==> config.mk <==
export PLATFORM = sky130hd
export DESIGN_NAME = mult_arbiter_flat
export DESIGN_NICKNAME = d
export VERILOG_FILES = /design/src/rtl/mult_arbiter_pkg.sv /design/src/rtl/mult_arbiter_if.sv /design/src/rtl/mult_arbiter_core.sv /design/src/rtl/mult_arbiter.sv /design/src/flat_wrapper.sv
export SDC_FILE = /design/constraint.sdc
export NUM_CORES = 1
export LEC_CHECK = 0
export CAP_MARGIN = 15
export CORE_MARGIN = 1
export CORE_UTILIZATION = 30
export CTS_BUF_LIST = sky130_fd_sc_hd__clkbuf_8
export DETAILED_ROUTE_END_ITERATION = 16
export PLACE_DENSITY = 0.64
export SETUP_SLACK_MARGIN = 0.05
export SYNTH_ARGS = -nofsm -noshare
export SYNTH_HDL_FRONTEND = slang
export SYNTH_SLANG_ARGS = --single-unit
export TNS_END_PERCENT = 100
==> constraint.sdc <==
create_clock -name clk -period 6.95 [get_ports clk]
set_input_delay 2.085 -clock clk [delete_from_list [all_inputs] [get_ports clk]]
set_output_delay 2.085 -clock clk [all_outputs]
set_load 0.01 [all_outputs]
==> src/rtl/mult_arbiter_pkg.sv <==
// Shared types and default sizing for the round-robin shared multiplier.
package mult_pkg;
  localparam int MULT_WIDTH = 8;
  localparam int MULT_N_REQ = 4;

  typedef enum logic [1:0] {
    IDLE,
    RUN,
    DONE
  } mult_state_t;
endpackage

==> src/rtl/mult_arbiter_if.sv <==
// Request/response bundle between clients and the shared multiplier.
interface mult_arbiter_if
  import mult_pkg::*;
#(
  parameter int N_REQ = MULT_N_REQ,
  parameter int WIDTH = MULT_WIDTH,
  parameter int ID_W  = $clog2(N_REQ)
);
  logic [N_REQ-1:0]       req_valid;
  logic [N_REQ-1:0]       req_ready;
  logic [N_REQ*WIDTH-1:0] req_a;
  logic [N_REQ*WIDTH-1:0] req_b;
  logic                   rsp_valid;
  logic                   rsp_ready;
  logic [ID_W-1:0]        rsp_id;
  logic [2*WIDTH-1:0]     rsp_product;

  modport master (
    output req_valid, req_a, req_b, rsp_ready,
    input  req_ready, rsp_valid, rsp_id, rsp_product
  );

  modport slave (
    input  req_valid, req_a, req_b, rsp_ready,
    output req_ready, rsp_valid, rsp_id, rsp_product
  );
endinterface

==> src/rtl/mult_arbiter_core.sv <==
// Iterative shift-and-add multiplier: WIDTH steps per product, no early exit.
module rpm_iter_core
  import mult_pkg::*;
#(
  parameter int WIDTH = MULT_WIDTH
) (
  input  logic                 clk,
  input  logic                 rst_n,
  input  logic                 start,
  input  logic [WIDTH-1:0]     a,
  input  logic [WIDTH-1:0]     b,
  output logic                 done,
  output logic [2*WIDTH-1:0]   product
);
  localparam int CNT_W = $clog2(WIDTH + 1);

  logic [2*WIDTH-1:0] a_reg;
  logic [2*WIDTH-1:0] acc;
  logic [WIDTH-1:0]   b_reg;
  logic [CNT_W-1:0]   cnt;
  logic               running;

  // done marks the final step so the FSM lands in DONE right after it
  assign done    = running && (cnt == CNT_W'(WIDTH - 1));
  assign product = acc;

  always_ff @(posedge clk or negedge rst_n) begin
    if (!rst_n) begin
      a_reg   <= '0;
      b_reg   <= '0;
      acc     <= '0;
      cnt     <= '0;
      running <= 1'b0;
    end else if (start) begin
      a_reg   <= {{WIDTH{1'b0}}, a};
      b_reg   <= b;
      acc     <= '0;
      cnt     <= '0;
      running <= 1'b1;
    end else if (running) begin
      if (b_reg[0]) acc <= acc + a_reg;
      a_reg <= a_reg << 1;
      b_reg <= b_reg >> 1;
      cnt   <= cnt + 1'b1;
      if (done) running <= 1'b0;
    end
  end
endmodule

==> src/rtl/mult_arbiter.sv <==
// Round-robin arbiter and control FSM sharing one rpm_iter_core among N_REQ clients.
module mult_arbiter
  import mult_pkg::*;
#(
  parameter int N_REQ = MULT_N_REQ,
  parameter int WIDTH = MULT_WIDTH,
  parameter int ID_W  = $clog2(N_REQ)
) (
  input  logic           clk,
  input  logic           rst_n,
  mult_arbiter_if.slave  bus,
  output logic           busy
);
  mult_state_t          state;
  logic [ID_W-1:0]      ptr;
  logic [ID_W-1:0]      id_reg;
  logic [ID_W-1:0]      win_id;
  logic                 any_valid;
  logic                 start;
  logic                 core_done;
  logic                 rsp_valid_r;
  logic [N_REQ-1:0]     grant;
  logic [WIDTH-1:0]     a_sel;
  logic [WIDTH-1:0]     b_sel;
  logic [2*WIDTH-1:0]   product;
  int                   idx;

  // Search starts at ptr so the last-served requester ends up lowest priority
  always_comb begin
    win_id    = '0;
    any_valid = 1'b0;
    idx       = 0;
    for (int k = 0; k < N_REQ; k++) begin
      idx = int'(ptr) + k;
      if (idx >= N_REQ) idx = idx - N_REQ;
      if (!any_valid && bus.req_valid[idx]) begin
        any_valid = 1'b1;
        win_id    = ID_W'(idx);
      end
    end
  end

  always_comb begin
    grant = '0;
    if (state == IDLE && any_valid) grant[win_id] = 1'b1;
  end

  assign start           = (state == IDLE) && any_valid;
  assign a_sel           = bus.req_a[int'(win_id)*WIDTH +: WIDTH];
  assign b_sel           = bus.req_b[int'(win_id)*WIDTH +: WIDTH];
  assign bus.req_ready   = grant;
  assign bus.rsp_valid   = rsp_valid_r;
  assign bus.rsp_id      = id_reg;
  assign bus.rsp_product = product;

  rpm_iter_core #(.WIDTH(WIDTH)) u_core (
    .clk     (clk),
    .rst_n   (rst_n),
    .start   (start),
    .a       (a_sel),
    .b       (b_sel),
    .done    (core_done),
    .product (product)
  );

  always_ff @(posedge clk or negedge rst_n) begin
    if (!rst_n) begin
      state       <= IDLE;
      ptr         <= '0;
      id_reg      <= '0;
      rsp_valid_r <= 1'b0;
      busy        <= 1'b0;
    end else begin
      case (state)
        IDLE: begin
          if (start) begin
            id_reg <= win_id;
            busy   <= 1'b1;
            state  <= RUN;
          end
        end
        RUN: begin
          if (core_done) begin
            rsp_valid_r <= 1'b1;
            state       <= DONE;
          end
        end
        DONE: begin
          if (bus.rsp_ready) begin
            rsp_valid_r <= 1'b0;
            busy        <= 1'b0;
            ptr         <= (id_reg == ID_W'(N_REQ - 1)) ? '0 : id_reg + 1'b1;
            state       <= IDLE;
          end
        end
        default: state <= IDLE;
      endcase
    end
  end
endmodule

==> src/flat_wrapper.sv <==
// flat-port wrapper written by rule: the top's interface ports become plain ports
module mult_arbiter_flat import mult_pkg::*;
#(
  parameter int N_REQ = MULT_N_REQ,
  parameter int WIDTH = MULT_WIDTH,
  parameter int ID_W  = $clog2(N_REQ)
)
  (clk, rst_n, busy, bus_req_valid, bus_req_a, bus_req_b, bus_rsp_ready, bus_req_ready, bus_rsp_valid, bus_rsp_id, bus_rsp_product);
  mult_arbiter_if #(.N_REQ(N_REQ), .WIDTH(WIDTH), .ID_W(ID_W)) bus_i ();
  input  logic clk;
  input  logic rst_n;
  output logic busy;
  input wire logic [$bits(bus_i.req_valid)-1:0] bus_req_valid;
  input wire logic [$bits(bus_i.req_a)-1:0] bus_req_a;
  input wire logic [$bits(bus_i.req_b)-1:0] bus_req_b;
  input wire logic [$bits(bus_i.rsp_ready)-1:0] bus_rsp_ready;
  output wire logic [$bits(bus_i.req_ready)-1:0] bus_req_ready;
  output wire logic [$bits(bus_i.rsp_valid)-1:0] bus_rsp_valid;
  output wire logic [$bits(bus_i.rsp_id)-1:0] bus_rsp_id;
  output wire logic [$bits(bus_i.rsp_product)-1:0] bus_rsp_product;
  assign bus_i.req_valid = bus_req_valid;
  assign bus_i.req_a = bus_req_a;
  assign bus_i.req_b = bus_req_b;
  assign bus_i.rsp_ready = bus_rsp_ready;
  assign bus_req_ready = bus_i.req_ready;
  assign bus_rsp_valid = bus_i.rsp_valid;
  assign bus_rsp_id = bus_i.rsp_id;
  assign bus_rsp_product = bus_i.rsp_product;
  mult_arbiter #(.N_REQ(N_REQ), .WIDTH(WIDTH), .ID_W(ID_W)) u_core (.clk(clk), .rst_n(rst_n), .bus(bus_i), .busy(busy));
endmodule
Word level (Yosys, flattened, before mapping). Cells that the tools add are included.

Bits in registers: 53. Latch bits: 0. RAM bits: 0. Bits in read-only memories: 0. Input port bits: 71. Output and inout bits: 24. Logic and storage cells: 108. Memories kept: 0.

$add $sub $neg: 10. Multipliers: 0. Divide/modulo/power cells: 0. Magnitude comparators: 10. Equality and inequality tests: 7. Shift-type cells: 2. Muxes and demuxes: 49. Bitwise logic cells: 0. Reductions and logical operators: 20.

Operators with widths (number): $lt 32x4->1 const B (4); $mux 32 (4); $ge 32x4->1 const B (3); $sub 32x4->32 const B (3); $mux 16 (5); $shiftx 32x6->8 (2); $mux 1 (19); $add 16x16->16 (1); $mux 2 (8); $mux 8 (2); $mux 4 (3); $reduce_and 3->1 (3); $bmux 1 s2 (4); $reduce_bool 2->1 (4); $add 2x2->3 const B (2); $logic_and 1x1->1 (6); $pmux 2 s3 (1); $reduce_and 2->1 (3); $add 4x1->4 const B (1); $eq 2x2->1 const B (2); $eq 4x3->1 const B (1); $ne 2x2->1 const B (2); $pmux 1 s2 (2); $sub 2x3->4 const B (1); other kinds (10) (12).

Depth between registers and ports, before layout.
Depth after elaboration: 20. Gate-level depth with buffers: 9. Gate-level depth less buffers: 9.

Hierarchy. Synthesis repeated with hierarchy kept, for this count alone.

Cell total of the unflattened synthesis: 379. Area total of the unflattened synthesis: 3652.3 um^2.

Modules (own cells, without submodules): rpm_iter_core (instances 1, cells each 275, area an instance 2641.3 um^2, seq. area each 1126.1 um^2); mult_arbiter (instances 1, cells each 104, area an instance 1011.0 um^2, seq. area each 200.2 um^2).

Least setup slack after synthesis. OpenSTA, ideal clock, no wires.

Path type: input -> output. Start point: input bus_req_valid[1]. End point: output bus_req_ready[1]. Arrival: 3.172 ns. Data required time: 4.865 ns. Slack: 1.693 ns. Stages on the path: 5. Path buffers: 2. Cell sequence: nor4_1 > nor3_1 > clkbuf_1 > buf_2 > and3_1.

Cells in the longest elaborated chain, start to end: 18. Elaborated cells on any way between the ends: 33. Classes of those cells: order compare (2); mux (23); reduce/logical (8).

Ends and longest elaborated chain: from (decl) (RTL line flat_wrapper.sv:13) `input wire logic [$bits(bus_i.req_valid)-1:0] bus_req_valid;`; $bmux 1 s2 (RTL line mult_arbiter.sv:36) `if (!any_valid && bus.req_valid[idx]) begin`; $mux 1 (not written as such) (2 in a row) (RTL line mult_arbiter.sv:36); $mux 1 (RTL line mult_arbiter.sv:36); $logic_not 1->1 (RTL line mult_arbiter.sv:36); $logic_and 1x1->1 (RTL line mult_arbiter.sv:36); $mux 1 (RTL line mult_arbiter.sv:36); $logic_not 1->1 (RTL line mult_arbiter.sv:36); $logic_and 1x1->1 (RTL line mult_arbiter.sv:36); $mux 1 (RTL line mult_arbiter.sv:36); $logic_not 1->1 (RTL line mult_arbiter.sv:36); $logic_and 1x1->1 (RTL line mult_arbiter.sv:36); $mux 2 (RTL line mult_arbiter.sv:36); $lt 2x3->1 (not written as such) or $ge 2x1->1 (tied branches) (RTL line mult_arbiter.sv:45) `if (state == IDLE && any_valid) grant[win_id] = 1'b1;`; $logic_and 1x1->1 (not written as such) (RTL line mult_arbiter.sv:45); $mux 1 (not written as such) (RTL line mult_arbiter.sv:45); $demux 1 s2; $mux 4 * (RTL line mult_arbiter.sv:45); to (decl) (RTL line flat_wrapper.sv:17) `output wire logic [$bits(bus_i.req_ready)-1:0] bus_req_ready;`.

Mark *: on every way between the ends. The rest lies on a longest branch, timed or not. The select of a mux whose other input is x is not followed.

Worst setup path in the final report.
Start point: input bus_req_valid[0]. End point: output bus_req_ready[0].

The elaborated chain is that of the path after synthesis.

==> results.yml <==
status:
  status: "finished, final reports clean"
timing:
  clock_skew_ns: 0.005857
  max_freq_mhz: 161.9
  hold_viol: 0
  period_minus_slack_ns: 6.175
  setup_violations: 0
  slew_violations: 0
  fin_setup_tns_ns: 0
  rsz0062_at_grt: "no"
  timing.slew.headroom_pct: 26.00
  worst_slack_ns: 0.7748
  worstMarginPinSlew_ns: 1.107
  finalCritPeriodShare_pct: 88.85
pwr:
  p_leak_nw: 2.004
  p_clk_share_pct: 11.1
  powerDensity_nw_per_um2: 397.0
  swShare_pct: 43.24
  ir_drop_v: 0.0001353
  combPwrFrac_pct: 59.5
  p_int_mw: 1.101
  pwr-share-seq_pct: 29.4
  power.switching_mw: 0.8388
setup_path:
  cp.depth: 7
  reg2regPathDepth: 6
  cp.buffers_inverters: 3
  worstPathCellList: "clkdlybuf4s50_1 > a21oi_1 > o21a_1 > o22ai_2 > buf_4 > nor2b_1 > clkdlybuf4s50_1"
  cpMostUsedCell: "clkdlybuf4s50_1"
  critPathRequiredTime_ns: 4.87
  start_kind: "primary input"
  slowest_stage: "clkdlybuf4s50_1"
  endpoint_kind: "primary output"
  crit_end: "bus_req_ready[0]"
  crit_family: "buffers and inverters"
  criticalPathCategory: "primary input to primary output"
  crit_arrival_ns: 4.09
  reg2reg_slack_ns: 4.48
  slowest_delay_ns: 0.54
  critPathMaxFanout: 18
  worstReg2RegEnd: "u_core.u_core.a_reg[2]$_DFFE_PN0P_"
  r2r_start: "u_core.ptr[1]$_DFFE_PN0P_"
  cp-startpoint: "bus_req_valid[0]"
route:
  firstDrtPassIters: 4
  wl_per_cell_um: 13.90
  viasPerCell: 5.045
  ant_nets: 0
  totalWireLength_um: 8940
  dr_total_vias: 3244
  initialDrtViolationCount: 128
  drc: 0
global_route:
  grt_pass1_vias: 3079
  grt_pass1_wl_um: 14570
  globalRouteOverflowTotal: 0
  grtUsageTotal_pct: 13.80
  antenna_found_initial: 0
  grt_max_degree: 54
floorplan:
  die_x_um: 113.2
  std_cell_rows: 40
  start_util_pct: 30.78
  die_area_um2: 12820
  ioPinCount: 95
  core_area_um2: 12060
  die_h_um: 113.2
finish:
  seq_area_um2: 1326
  drive_above_1_share_pct: 10.32
  multi_input_area_um2: 2230
  antenna_cells: 0
  num-fill-cells: 1202
  finalNetCount: 563
  area_delta_synth_final_pct: 31.61
cts:
  numCtsBuffers: 5
  insertion_delay_ns: 0.30
  clk_pin_slew_ns: 0.09
  ctsHoldBuffers: 0
  cts-root-buf: "clkbuf_8"
  numClockSinks: 53
  h-tree-depth: 2
  clock_path_buffers: 2
  post-cts-setup-buffer-count: 0
  cts_tree: "built"
  ctsResizeCount: 0
logic_synthesis:
  async_flop_share_pct: 100.0
  syn-num-nets: 484
  ys_seq_area_share_pct: 35.73
  synth-edff-count: 0
  synth-seq-cells: 53
  netlist_instances: 395
  syn_area_um2: 3712
  synth_area_per_cell_um2: 9.398
  synth_warnings: 0
  ys_types: 49
  ys.flop_type: "dfrtp_1"
placed_design:
  gp_congestion: 0.8586
  portBuffers: 94
  dp_hpwl_um: 6613
  dpl_worst_slack_ns: 0.7525
job:
  drv_cap: 0
hold_path:
  min_path_type: "flip-flop to flip-flop"
==> how the worst min path moves through the flow <==
stage	start	end	slack [ns]	cells after the start
2_1_floorplan	u_core.u_core.b_reg[7]$_DFFE_PN0P_	u_core.u_core.b_reg[7]$_DFFE_PN0P_	0.49	2
3_3_place_gp	u_core.bus.rsp_id[1]$_DFFE_PN0P_	u_core.bus.rsp_id[1]$_DFFE_PN0P_	0.50	2
3_5_place_dp	u_core.bus.rsp_id[1]$_DFFE_PN0P_	u_core.bus.rsp_id[1]$_DFFE_PN0P_	0.52	2
4_1_cts	u_core.bus.rsp_id[1]$_DFFE_PN0P_	u_core.bus.rsp_id[1]$_DFFE_PN0P_	0.54	2
5_1_grt	u_core.u_core.b_reg[7]$_DFFE_PN0P_	u_core.u_core.b_reg[7]$_DFFE_PN0P_	0.58	2
6_report	u_core.bus.rsp_id[1]$_DFFE_PN0P_	u_core.bus.rsp_id[1]$_DFFE_PN0P_	0.54	2
==> power groups by stage <==
stage,combinational (mW),sequential (mW),clock (mW)
2_1_floorplan,0.859,0.553,0
3_3_place_gp,1.13,0.573,0
3_5_place_dp,1.16,0.577,0
4_1_cts,1.16,0.571,0.224
5_1_grt,1.29,0.591,0.237
6_report,1.15,0.570,0.215
==> placed cells by master, fill, tap and decap left out, drive strengths merged, types with 16 or more instances in the layout <==
cell type / instances
a211oi: 16
a21oi: 37
clkdlybuf4s50: 93
dfrtp: 53
ha: 17
mux2: 18
mux2i: 42
nand2: 25
nor2: 28
nor2b: 18
o21ai: 20
==> metal layers <==
layer  track usage [%]  up-vias  share of wire [%]
met1             17.64     1561                 44
met4             2.105        0               0.68
li1                  -     1607                  -
met5                 0        -                  0
met2             24.83       70                 51
met3             2.250        6                3.8
==> synth_stat cells (4+ instances only) <==
| cell type | number | area share (%) |
|---|---|---|
| nand2_1 | 25 | 2.5 |
| nand3b_1 | 4 | 0.81 |
| mux2i_1 | 42 | 11 |
| nand2b_1 | 4 | 0.67 |
| nor2_1 | 27 | 2.7 |
| nor3_1 | 12 | 1.6 |
| a211oi_1 | 16 | 3.2 |
| a21oi_1 | 22 | 3.0 |
| o21ai_1 | 6 | 0.81 |
| o21ai_0 | 14 | 1.9 |
| o21a_1 | 5 | 1.0 |
| dfrtp_1 | 53 | 36 |
| nor2b_1 | 18 | 3.0 |
| clkbuf_1 | 11 | 1.1 |
| xnor2_1 | 5 | 1.2 |
| mux2_2 | 18 | 5.5 |
| a31oi_1 | 4 | 0.67 |
| inv_1 | 8 | 0.81 |
| nand4_1 | 9 | 1.5 |
| a21oi_2 | 15 | 3.5 |
| buf_2 | 9 | 1.2 |
| ha_1 | 17 | 5.7 |
| nand3_1 | 10 | 1.3 |
| nor4_1 | 4 | 0.67 |
==> cell type report <==
class	instances	share of cell area (%)
clock buffers	6	1.690
clock inverters	2	0.6914
inverters	8	0.6146
multi-input cells	307	45.63
flip-flops and latches	53	27.14
well taps	168	4.302
repair buffers	99	19.92
==> kinds of logic after synthesis <==
| kind of cell | synth area share (%) |
|---|---|
| AO/OA/AOI/OAI | 18.54 |
| XOR/XNOR | 1.652 |
| adder cells (fa/ha/maj) | 6.269 |
| buffers and inverters | 4.516 |
| flip-flops | 35.73 |
| multiplexers | 16.78 |
| AND/OR/NAND/NOR | 16.52 |
==> worst reg2reg max path, stage by stage, from the launching register on <==
cell     delay, ns
dfrtp_1       0.47
mux2i_1       0.22
o22ai_1       0.17
nor2_4        0.88
mux2i_1       0.21
mux2_2        0.32
a21oi_2       0.14
==> per-stage QoR <==
stage	power (mW)	std cells	utilization (%)	instance area (um^2)	hold slack, ns
after floorplan	1.411	395	-	3712	0.4891
after global placement	1.701	635	39.54	4770	0.5043
after detailed placement	1.733	635	39.54	4770	0.5208
after CTS	1.959	643	40.51	4886	0.5434
after global routing	2.118	643	40.51	4886	0.5800
final	1.940	643	40.51	4886	0.5357
(Power assumes the default switching activity.)
